### src/rtl/debounce_pkg.sv
// Shared types and helpers for the button debouncer and related input
// conditioning blocks.
package debounce_pkg;

   typedef enum logic [1:0] {
      STABLE_LO = 2'b00,
      QUAL_HI   = 2'b01,
      STABLE_HI = 2'b11,
      QUAL_LO   = 2'b10
   } deb_state_t;

   // Width of a counter that has to hold values 0..n; never narrower than 1 bit.
   function automatic int cnt_w(input int n);
      return (n < 1) ? 1 : $clog2(n + 1);
   endfunction

endpackage

### src/rtl/sync_ff_chain.sv
// Multi-flop synchronizer for a single asynchronous input. The reset value
// is a port so that one chain can settle to either level out of reset.
module sync_ff_chain #(
   parameter int STAGES = 2
) (
   input  logic clk,
   input  logic rstn,
   input  logic rst_val,
   input  logic d,
   output logic q
);

   logic [STAGES-1:0] stg;

   // Shift the raw input through the chain; the last stage is the safe copy.
   always_ff @(posedge clk or negedge rstn) begin
      if (!rstn) begin
         stg <= {STAGES{rst_val}};
      end else begin
         stg <= {stg[STAGES-2:0], d};
      end
   end

   assign q = stg[STAGES-1];

endmodule

### src/rtl/button_debouncer.sv
// Debouncer for a raw push-button/switch input. The input is synchronized,
// then a new level is only accepted after STABLE_CYCLES consecutive
// synchronized samples that differ from the current output.
//
//  state     | meaning
//  ----------|-----------------------------------------------------------
//  STABLE_LO | q = 0, waiting for a synchronized 1
//  QUAL_HI   | counting consecutive 1 samples; any 0 aborts back to STABLE_LO
//  STABLE_HI | q = 1, waiting for a synchronized 0
//  QUAL_LO   | counting consecutive 0 samples; any 1 aborts back to STABLE_HI
module button_debouncer
   import debounce_pkg::*;
#(
   parameter int   SYNC_STAGES   = 2,
   parameter int   STABLE_CYCLES = 1000,
   parameter logic RESET_LEVEL   = 1'b0
) (
   input  logic clk,
   input  logic rstn,
   input  logic d_raw,
   output logic q,
   output logic rise,
   output logic fall,
   output logic busy
);

   localparam int               CNT_W     = cnt_w(STABLE_CYCLES);
   localparam logic [CNT_W-1:0] CNT_ONE   = CNT_W'(1);
   localparam logic [CNT_W-1:0] CNT_LAST  = CNT_W'(STABLE_CYCLES - 1);
   localparam logic [CNT_W-1:0] CNT_MAX   = CNT_W'(STABLE_CYCLES);
   localparam deb_state_t       RST_STATE = RESET_LEVEL ? STABLE_HI : STABLE_LO;

   logic             d_sync;
   deb_state_t       state;
   logic [CNT_W-1:0] cnt;

   sync_ff_chain #(
      .STAGES (SYNC_STAGES)
   ) u_sync (
      .clk     (clk),
      .rstn    (rstn),
      .rst_val (RESET_LEVEL),
      .d       (d_raw),
      .q       (d_sync)
   );

   // Qualification FSM with registered level, edge pulses and busy flag.
   // The revert test comes before the terminal-count test so a bounce on
   // the would-be qualifying sample still aborts the transition.
   always_ff @(posedge clk or negedge rstn) begin
      if (!rstn) begin
         state <= RST_STATE;
         cnt   <= '0;
         q     <= RESET_LEVEL;
         rise  <= 1'b0;
         fall  <= 1'b0;
         busy  <= 1'b0;
      end else begin
         rise <= 1'b0;
         fall <= 1'b0;
         case (state)
            STABLE_LO: begin
               if (d_sync) begin
                  if (STABLE_CYCLES == 1) begin
                     state <= STABLE_HI;
                     q     <= 1'b1;
                     rise  <= 1'b1;
                     cnt   <= '0;
                     busy  <= 1'b0;
                  end else begin
                     state <= QUAL_HI;
                     cnt   <= CNT_ONE;
                     busy  <= 1'b1;
                  end
               end
            end
            QUAL_HI: begin
               if (!d_sync) begin
                  state <= STABLE_LO;
                  cnt   <= '0;
                  busy  <= 1'b0;
               end else if (cnt == CNT_LAST) begin
                  state <= STABLE_HI;
                  q     <= 1'b1;
                  rise  <= 1'b1;
                  cnt   <= '0;
                  busy  <= 1'b0;
               end else begin
                  if (cnt != CNT_MAX) begin
                     cnt <= cnt + CNT_ONE;
                  end
                  busy <= 1'b1;
               end
            end
            STABLE_HI: begin
               if (!d_sync) begin
                  if (STABLE_CYCLES == 1) begin
                     state <= STABLE_LO;
                     q     <= 1'b0;
                     fall  <= 1'b1;
                     cnt   <= '0;
                     busy  <= 1'b0;
                  end else begin
                     state <= QUAL_LO;
                     cnt   <= CNT_ONE;
                     busy  <= 1'b1;
                  end
               end
            end
            QUAL_LO: begin
               if (d_sync) begin
                  state <= STABLE_HI;
                  cnt   <= '0;
                  busy  <= 1'b0;
               end else if (cnt == CNT_LAST) begin
                  state <= STABLE_LO;
                  q     <= 1'b0;
                  fall  <= 1'b1;
                  cnt   <= '0;
                  busy  <= 1'b0;
               end else begin
                  if (cnt != CNT_MAX) begin
                     cnt <= cnt + CNT_ONE;
                  end
                  busy <= 1'b1;
               end
            end
            default: begin
               state <= RST_STATE;
               cnt   <= '0;
               q     <= RESET_LEVEL;
               busy  <= 1'b0;
            end
         endcase
      end
   end

endmodule

### config.mk
export PLATFORM = sky130hd
export DESIGN_NAME = button_debouncer
export DESIGN_NICKNAME = d
export VERILOG_FILES = /design/src/rtl/debounce_pkg.sv /design/src/rtl/sync_ff_chain.sv /design/src/rtl/button_debouncer.sv
export SDC_FILE = /design/constraint.sdc
export NUM_CORES = 1
export LEC_CHECK = 0
export ABC_AREA = 1
export BUFFER_PORTS_ARGS = -buffer_cell sky130_fd_sc_hd__buf_2
export CAP_MARGIN = 10
export CORE_MARGIN = 5
export CORE_UTILIZATION = 52
export DETAILED_ROUTE_END_ITERATION = 12
export GPL_TIMING_DRIVEN = 0
export PLACE_DENSITY = 0.74
export SYNTH_ARGS = -nofsm -noshare
export SYNTH_HDL_FRONTEND = slang
export SYNTH_SLANG_ARGS = --single-unit
### constraint.sdc
create_clock -name clk -period 2.9 [get_ports clk]
set_input_delay 0.58 -clock clk [delete_from_list [all_inputs] [get_ports clk]]
set_output_delay 0.58 -clock clk [all_outputs]
set_load 0.02 [all_outputs]
==> flow_summary.toml, run 1 <==
[synth]
synth_nets = 140
synth-simple-area-share = 0.325
synth.avg_cell_area_um2 = 8.59
synth_compound_area_frac = 0.0728
syn_area_mm2 = 0.00112
synth_xor_xnor_area_share = 0.0392
ys_seq_area_frac = 0.403
synth_cells = 130
synthAdderAreaFrac = 0.0784
synthMuxAreaShare = 0
synth_seq_cells = 18
synth_cell_types = 29
synth_top_family_by_area = "simple AND/OR/NAND/NOR gates"
ys_warn_count = 0

[floorplan]
die_x_um = 56.4
die_h_um = 56.4
coreArea_mm2 = 0.00200
rows = 16
start_util = 0.558
die-area_mm2 = 0.00318
io_pins = 7

[layout]
num-fill-cells = 173
diodes = 0
nets = 151
syn_to_final_growth_pct = 7.73
drive_gt1_frac = 0.237

[power]
clock_power_share = 0.149
seqPwrFrac = 0.390
pwr_density_cell_mw_per_mm2 = 666
p_switching_uw = 341
sw_frac_of_total = 0.426
peakVddDrop_mv = 0.509
power_frac_comb = 0.461
p_leak_uw = 0.000565
p_int_uw = 461

[drt]
post-route-drc-count = 0
met1Wirelength_um = 944
firstDrtPassIters = 4
drt.antenna.violating_nets = 0
route.met2.wl_um = 831
wirelength_um = 1840
drtIter0Drc = 9
wl_per_cell_um = 11.1
met3_wirelength_um = 53
vias = 824
highest_layer = "met4"
vias_per_cell = 4.96

[min_path]
hold_path_class = "in2async"

[clock_tree]
htree_levels = 1
cts_root_buffer = "clkbuf_4"
insertion_delay_ps = 280
ctsHoldBuffers = 0
cts_resized = 0
clk_pin_slew_worst_paths_ps = 100
cts_buffer_depth = 2
clock_sinks = 18
cts_made_buffers = 3
cts_tree = "yes"
post_cts_buffers = 0

[sta]
grt_setup_unrepaired = "no"
setup_viol = 0
holdWs_ps = 205
post-route-min-period_ps = 1540
clock.fmax_mhz = 648
worst_pin_slew_ps = 388
fin_crit_sh = 0.532
fin_setup_tns_ps = 0
hold_viol = 0
timing.slew.headroom = 0.741
finClkSkew_ps = 1.85
slew_viol_final = 0

[global_routing]
first_global_vias = 788
grt_overflow = 0
track_usage = 0.130
grt_antenna_before_repair = 0
grt_max_degree = 19
grt_pass1_wl_um = 3350

[critical_path]
critical_path_class = "reg2reg"
crit_family = "flip-flops"
crit_arrival_ps = 1730
worstSetupEndpointType = "flip-flop"
cp_max_fo = 6
crit_buf_inv = 2
cpPeakStageDelay_ps = 420
slowest_stage = "dfrtp_1"
required_ps = 3080
path_cells = "inv_1 > ha_1 > inv_1 > a21oi_1 > o2111ai_1 > nand2_1 > nand2_1"
start_kind = "flip-flop"

[placed_design]
hpwl_um = 1440
io_buffers = 6
gp_congestion = 0.805

[flow_run]
cap_violations = 0

[outcome]
status = "finished clean"
cell usage in the layout, fill, tap and decap left out:
master     count
xnor2_1        2
o21ai_1        4
nand2_2        6
o21ai_0        1
o21bai_1       1
inv_4          2
buf_6          1
o21ai_2        1
nand2_4        2
dfrtp_1       18
buf_4          1
a21oi_1        5
ha_1           7
nand3_1        9
nor3_2         1
a31oi_1        1
nor2_1        15
o2111ai_1      1
inv_1         15
nor3_1         2
buf_2          6
nand3_2        2
nand3_4        1
nor2_2         2
nand4_1        1
clkbuf_4       3
inv_2          1
xor2_1         3
nor2_4         3
nand2_1       21
nand4_2        1
sequential cells by signal (all words and copies together) (netlist names):
name / count
q: 1
busy: 1
fall: 1
cnt: 10
state: 2
u_sync.stg: 2
rise: 1
final timing paths:
check	from	endpoint	slack (ps)	depth (start not counted)
max	state[1]$_DFFE_PN0P_	q$_DFFE_PN0P_	1360	7
max reg2reg	state[1]$_DFFE_PN0P_	q$_DFFE_PN0P_	1360	7
min	rstn	fall$_DFF_PN0_	200	1
max in group asynchronous	rstn	cnt[1]$_DFFE_PN0P_	2420	1
min in group clk	u_sync.stg[0]$_DFF_PN0_	u_sync.stg[1]$_DFF_PN0_	370	0
min reg2reg	u_sync.stg[0]$_DFF_PN0_	u_sync.stg[1]$_DFF_PN0_	370	0
cells in the mapped netlist:
library cell,n,area (um^2)
o21ai_2,1,8.76
nor2_4,3,33.8
inv_1,15,56.3
nand3_1,9,45.0
nand3_4,1,17.5
o21ai_0,1,5.00
a21oi_1,5,25.0
a31oi_1,1,6.26
inv_2,1,3.75
nand2_1,21,78.8
nor3_2,1,10.0
inv_4,2,12.5
nand4_2,1,12.5
nor2_2,2,12.5
xor2_1,3,26.3
dfrtp_1,18,450
buf_4,1,7.51
buf_6,1,11.3
nand4_1,1,6.26
o2111ai_1,1,8.76
nand2_2,6,37.5
ha_1,7,87.6
o21bai_1,1,7.51
o21ai_1,4,20.0
nand3_2,2,20.0
xnor2_1,2,17.5
nor2_1,15,56.3
nand2_4,2,22.5
nor3_1,2,10.0
layout make-up:
cell class              count  area [um^2]  share of cell area
plain buffers               2         18.8              0.0156
clock buffers               3         22.5              0.0187
inverters                  18         72.6              0.0603
multi-input cells          92          576               0.478
flip-flops and latches     18          450               0.374
well taps                  27         33.8              0.0281
repair buffers              6         30.0              0.0249
through the flow:
step / utilization / total power [uW] / setup slack (ps) / instance area (um^2) / cells
finish: 0.601 / 802 / 1360 / 1200 / 166
global route: 0.601 / 876 / 1250 / 1200 / 166
CTS: 0.601 / 812 / 1380 / 1200 / 166
detailed placement: 0.590 / 688 / 1400 / 1180 / 163
global placement: 0.590 / 673 / 1420 / 1180 / 163
floorplan: - / 605 / 1550 / 1120 / 130
metal layers:
| layer | track usage | up-vias |
|---|---|---|
| met5 | 0 | - |
| met4 | 0.0305 | 0 |
| met3 | 0.0206 | 2 |
| met2 | 0.210 | 7 |
| met1 | 0.182 | 387 |
| li1 | - | 428 |
worst reg2reg max path, stage by stage, from the launching register on:
cell and delay (ps):
dfrtp_1 420, inv_1 100, ha_1 400, inv_1 80, a21oi_1 190, o2111ai_1 140
nand2_1 70, nand2_1 40
cells by family after synthesis:
family	after synthesis
compound gates	14
simple gates	66
flops	18
fa+ha+maj	7
xor+xnor	5
buf+inv	20
power groups by stage:
stage                     Clock [uW]  Combinational, uW  Sequential, uW
after global placement             0                358             315
after floorplan                    0                285             320
after global routing             140                419             317
final                            120                370             313
after CTS                        127                373             313
after detailed placement           0                370             318
No activity file was read; power rests on OpenSTA's default activity.
==> run 2, diff against run 1 <==
--- a/config.mk
+++ b/config.mk
@@ -12,7 +12,7 @@
 export CORE_UTILIZATION = 52
 export DETAILED_ROUTE_END_ITERATION = 12
 export GPL_TIMING_DRIVEN = 0
-export PLACE_DENSITY = 0.74
+export PLACE_DENSITY = 0.77
 export SYNTH_ARGS = -nofsm -noshare
 export SYNTH_HDL_FRONTEND = slang
 export SYNTH_SLANG_ARGS = --single-unit
==> constraint.sdc (replaced) <==
create_clock -name clk -period 1.26 [get_ports clk]
set_input_delay 0.252 -clock clk [delete_from_list [all_inputs] [get_ports clk]]
set_output_delay 0.252 -clock clk [all_outputs]
set_load 0.02 [all_outputs]
==> run 2 against run 1 <==
Net effect: the flow now finishes with violations (setup timing); sequential cell count stayed put; register-to-register slack worse by 1500 ps; global-route usage is 3.1 points higher; critical path depth shrank 1; via count is 17% higher; cell count is 10% higher; power grew to 3.3 times the previous value; clock-buffer cell count up 1; critical path type unchanged; clock skew up 1.7 ps.
==> flow_summary.toml, run 2 (synthesis gave the netlist of run 1 again) <==
[drt]
firstDrtPassIters = 4
wl_per_cell_um = 13.9
drtIter0Drc = 20
vias_per_cell = 5.28
drt.antenna.violating_nets = 0
post-route-drc-count = 0
vias = 967
wirelength_um = 2540

[power]
p_leak_uw = 0.000686
peakVddDrop_mv = 1.56
pwr_density_cell_mw_per_mm2 = 1700

[sta]
setup_viol = 15
worst_pin_slew_ps = 382
layout_setup_ws_ps = -188
fin_crit_sh = 1.15
clock.fmax_mhz = 691
post-route-min-period_ps = 1450
slew_viol_final = 0
grt_setup_unrepaired = "yes"
timing.slew.headroom = 0.745
finClkSkew_ps = 3.58
holdWs_ps = 49.0
hold_viol = 0

[floorplan]
die_x_um = 56.4
die-area_mm2 = 0.00318
die_h_um = 56.4
start_util = 0.558
io_pins = 7
coreArea_mm2 = 0.00200
rows = 16

[critical_path]
critical_path_class = "reg2reg"
crit_arrival_ps = 1680
cp_max_fo = 4
start_kind = "flip-flop"
required_ps = 1490
worstSetupEndpointType = "flip-flop"

[clock_tree]
cts_buffer_depth = 2
clock_sinks = 18
cts_tree = "yes"
htree_levels = 1
clk_pin_slew_worst_paths_ps = 100
insertion_delay_ps = 300
cts_made_buffers = 3
cts_root_buffer = "clkbuf_4"

[global_routing]
grt_pass1_wl_um = 4050
first_global_vias = 930
track_usage = 0.161
grt_max_degree = 19
grt_overflow = 0
grt_antenna_before_repair = 0

[placed_design]
io_buffers = 6
hpwl_um = 1540
dp.cells = 163
gp_congestion = 0.795
place_area_mm2 = 0.00122

[layout]
num-fill-cells = 118
final_area_mm2 = 0.00154
drive_gt1_frac = 0.500
multi_input_area_um2 = 747
layout_common_cells = "nand2_1, dfrtp_1, nor2_1, buf_4, inv_1"
register_area_um2 = 454
layout.cells.non_filler = 183
largest_reg_flops = 10
syn_to_final_growth_pct = 37.5
layout.cells.most_common = "nand2_1"
diodes = 0
nets = 167
regMostFlops = "cnt"
biggestRegsByFlops = "cnt x10, state x2, u_sync.stg x2"

[min_path]
hold_path_class = "in2reg"

[flow_run]
cap_violations = 0

[outcome]
status = "complete, but fails checks"
violations = "setup timing"
## run 2: final cells by class
| class | instances | share of cell area |
|---|---|---|
| plain buffers | 2 | 0.0122 |
| well taps | 27 | 0.0220 |
| multi-input cells | 92 | 0.486 |
| repair buffers | 22 | 0.107 |
| inverters | 18 | 0.0537 |
| clock buffers | 4 | 0.0236 |
| flip-flops and latches | 18 | 0.296 |
## run 2: per-stage QoR
step	power, uW	setup slack [ps]	utilization	TNS (ps)
finish	2620	-188	0.768	-1910
floorplan	1500	-38.1	-	-111
detailed placement	1690	-174	0.612	-1720
global placement	1660	-129	0.612	-1260
global route	2810	-292	0.768	-3300
CTS	2380	-143	0.713	-1410
## run 2: layer usage
layer / vias up / GRT usage / part of all wire
li1: 470 / - / -
met1: 462 / 0.200 / 0.44
met2: 26 / 0.277 / 0.49
met3: 9 / 0.0367 / 0.046
met4: 0 / 0.0475 / 0.029
met5: - / 0 / 0
## run 2: path summary, 6_finish.rpt
check / slack, ps / end / start / depth (start not counted)
min in group asynchronous: 390 / cnt[8]$_DFFE_PN0P_ / rstn / 2
min: 50 / u_sync.stg[0]$_DFF_PN0_ / d_raw / 1
max in group asynchronous: 570 / state[0]$_DFFE_PN0P_ / rstn / 2
max reg2reg: -190 / cnt[2]$_DFFE_PN0P_ / state[0]$_DFFE_PN0P_ / 6
max: -190 / cnt[2]$_DFFE_PN0P_ / state[0]$_DFFE_PN0P_ / 6
min reg2reg: 370 / u_sync.stg[1]$_DFF_PN0_ / u_sync.stg[0]$_DFF_PN0_ / 0
## run 2: critical path: stages (launching register included)
cell	delay, ps
dfrtp_2	450
inv_4	70
ha_4	290
inv_2	50
nor2_1	240
nand3_1	110
a21oi_1	170
## run 2: where the power goes
part | total, uW | switching (uW) | internal (uW)
logic | 1480 | 812 | 667
registers | 771 | 108 | 663
clock network | 369 | 193 | 177
total | 2620 | 1110 | 1510
## run 2: repair_timing
| item | CTS | global route |
|---|---|---|
| buffers inserted | 12 | 3 |
| endpoints found under the setup margin | 14 | 16 |
| resized for setup | 14 | 23 |
| endpoints found under the hold margin | 18 | 0 |
| pin swaps | 10 | 13 |
| hold buffers | 1 | 0 |
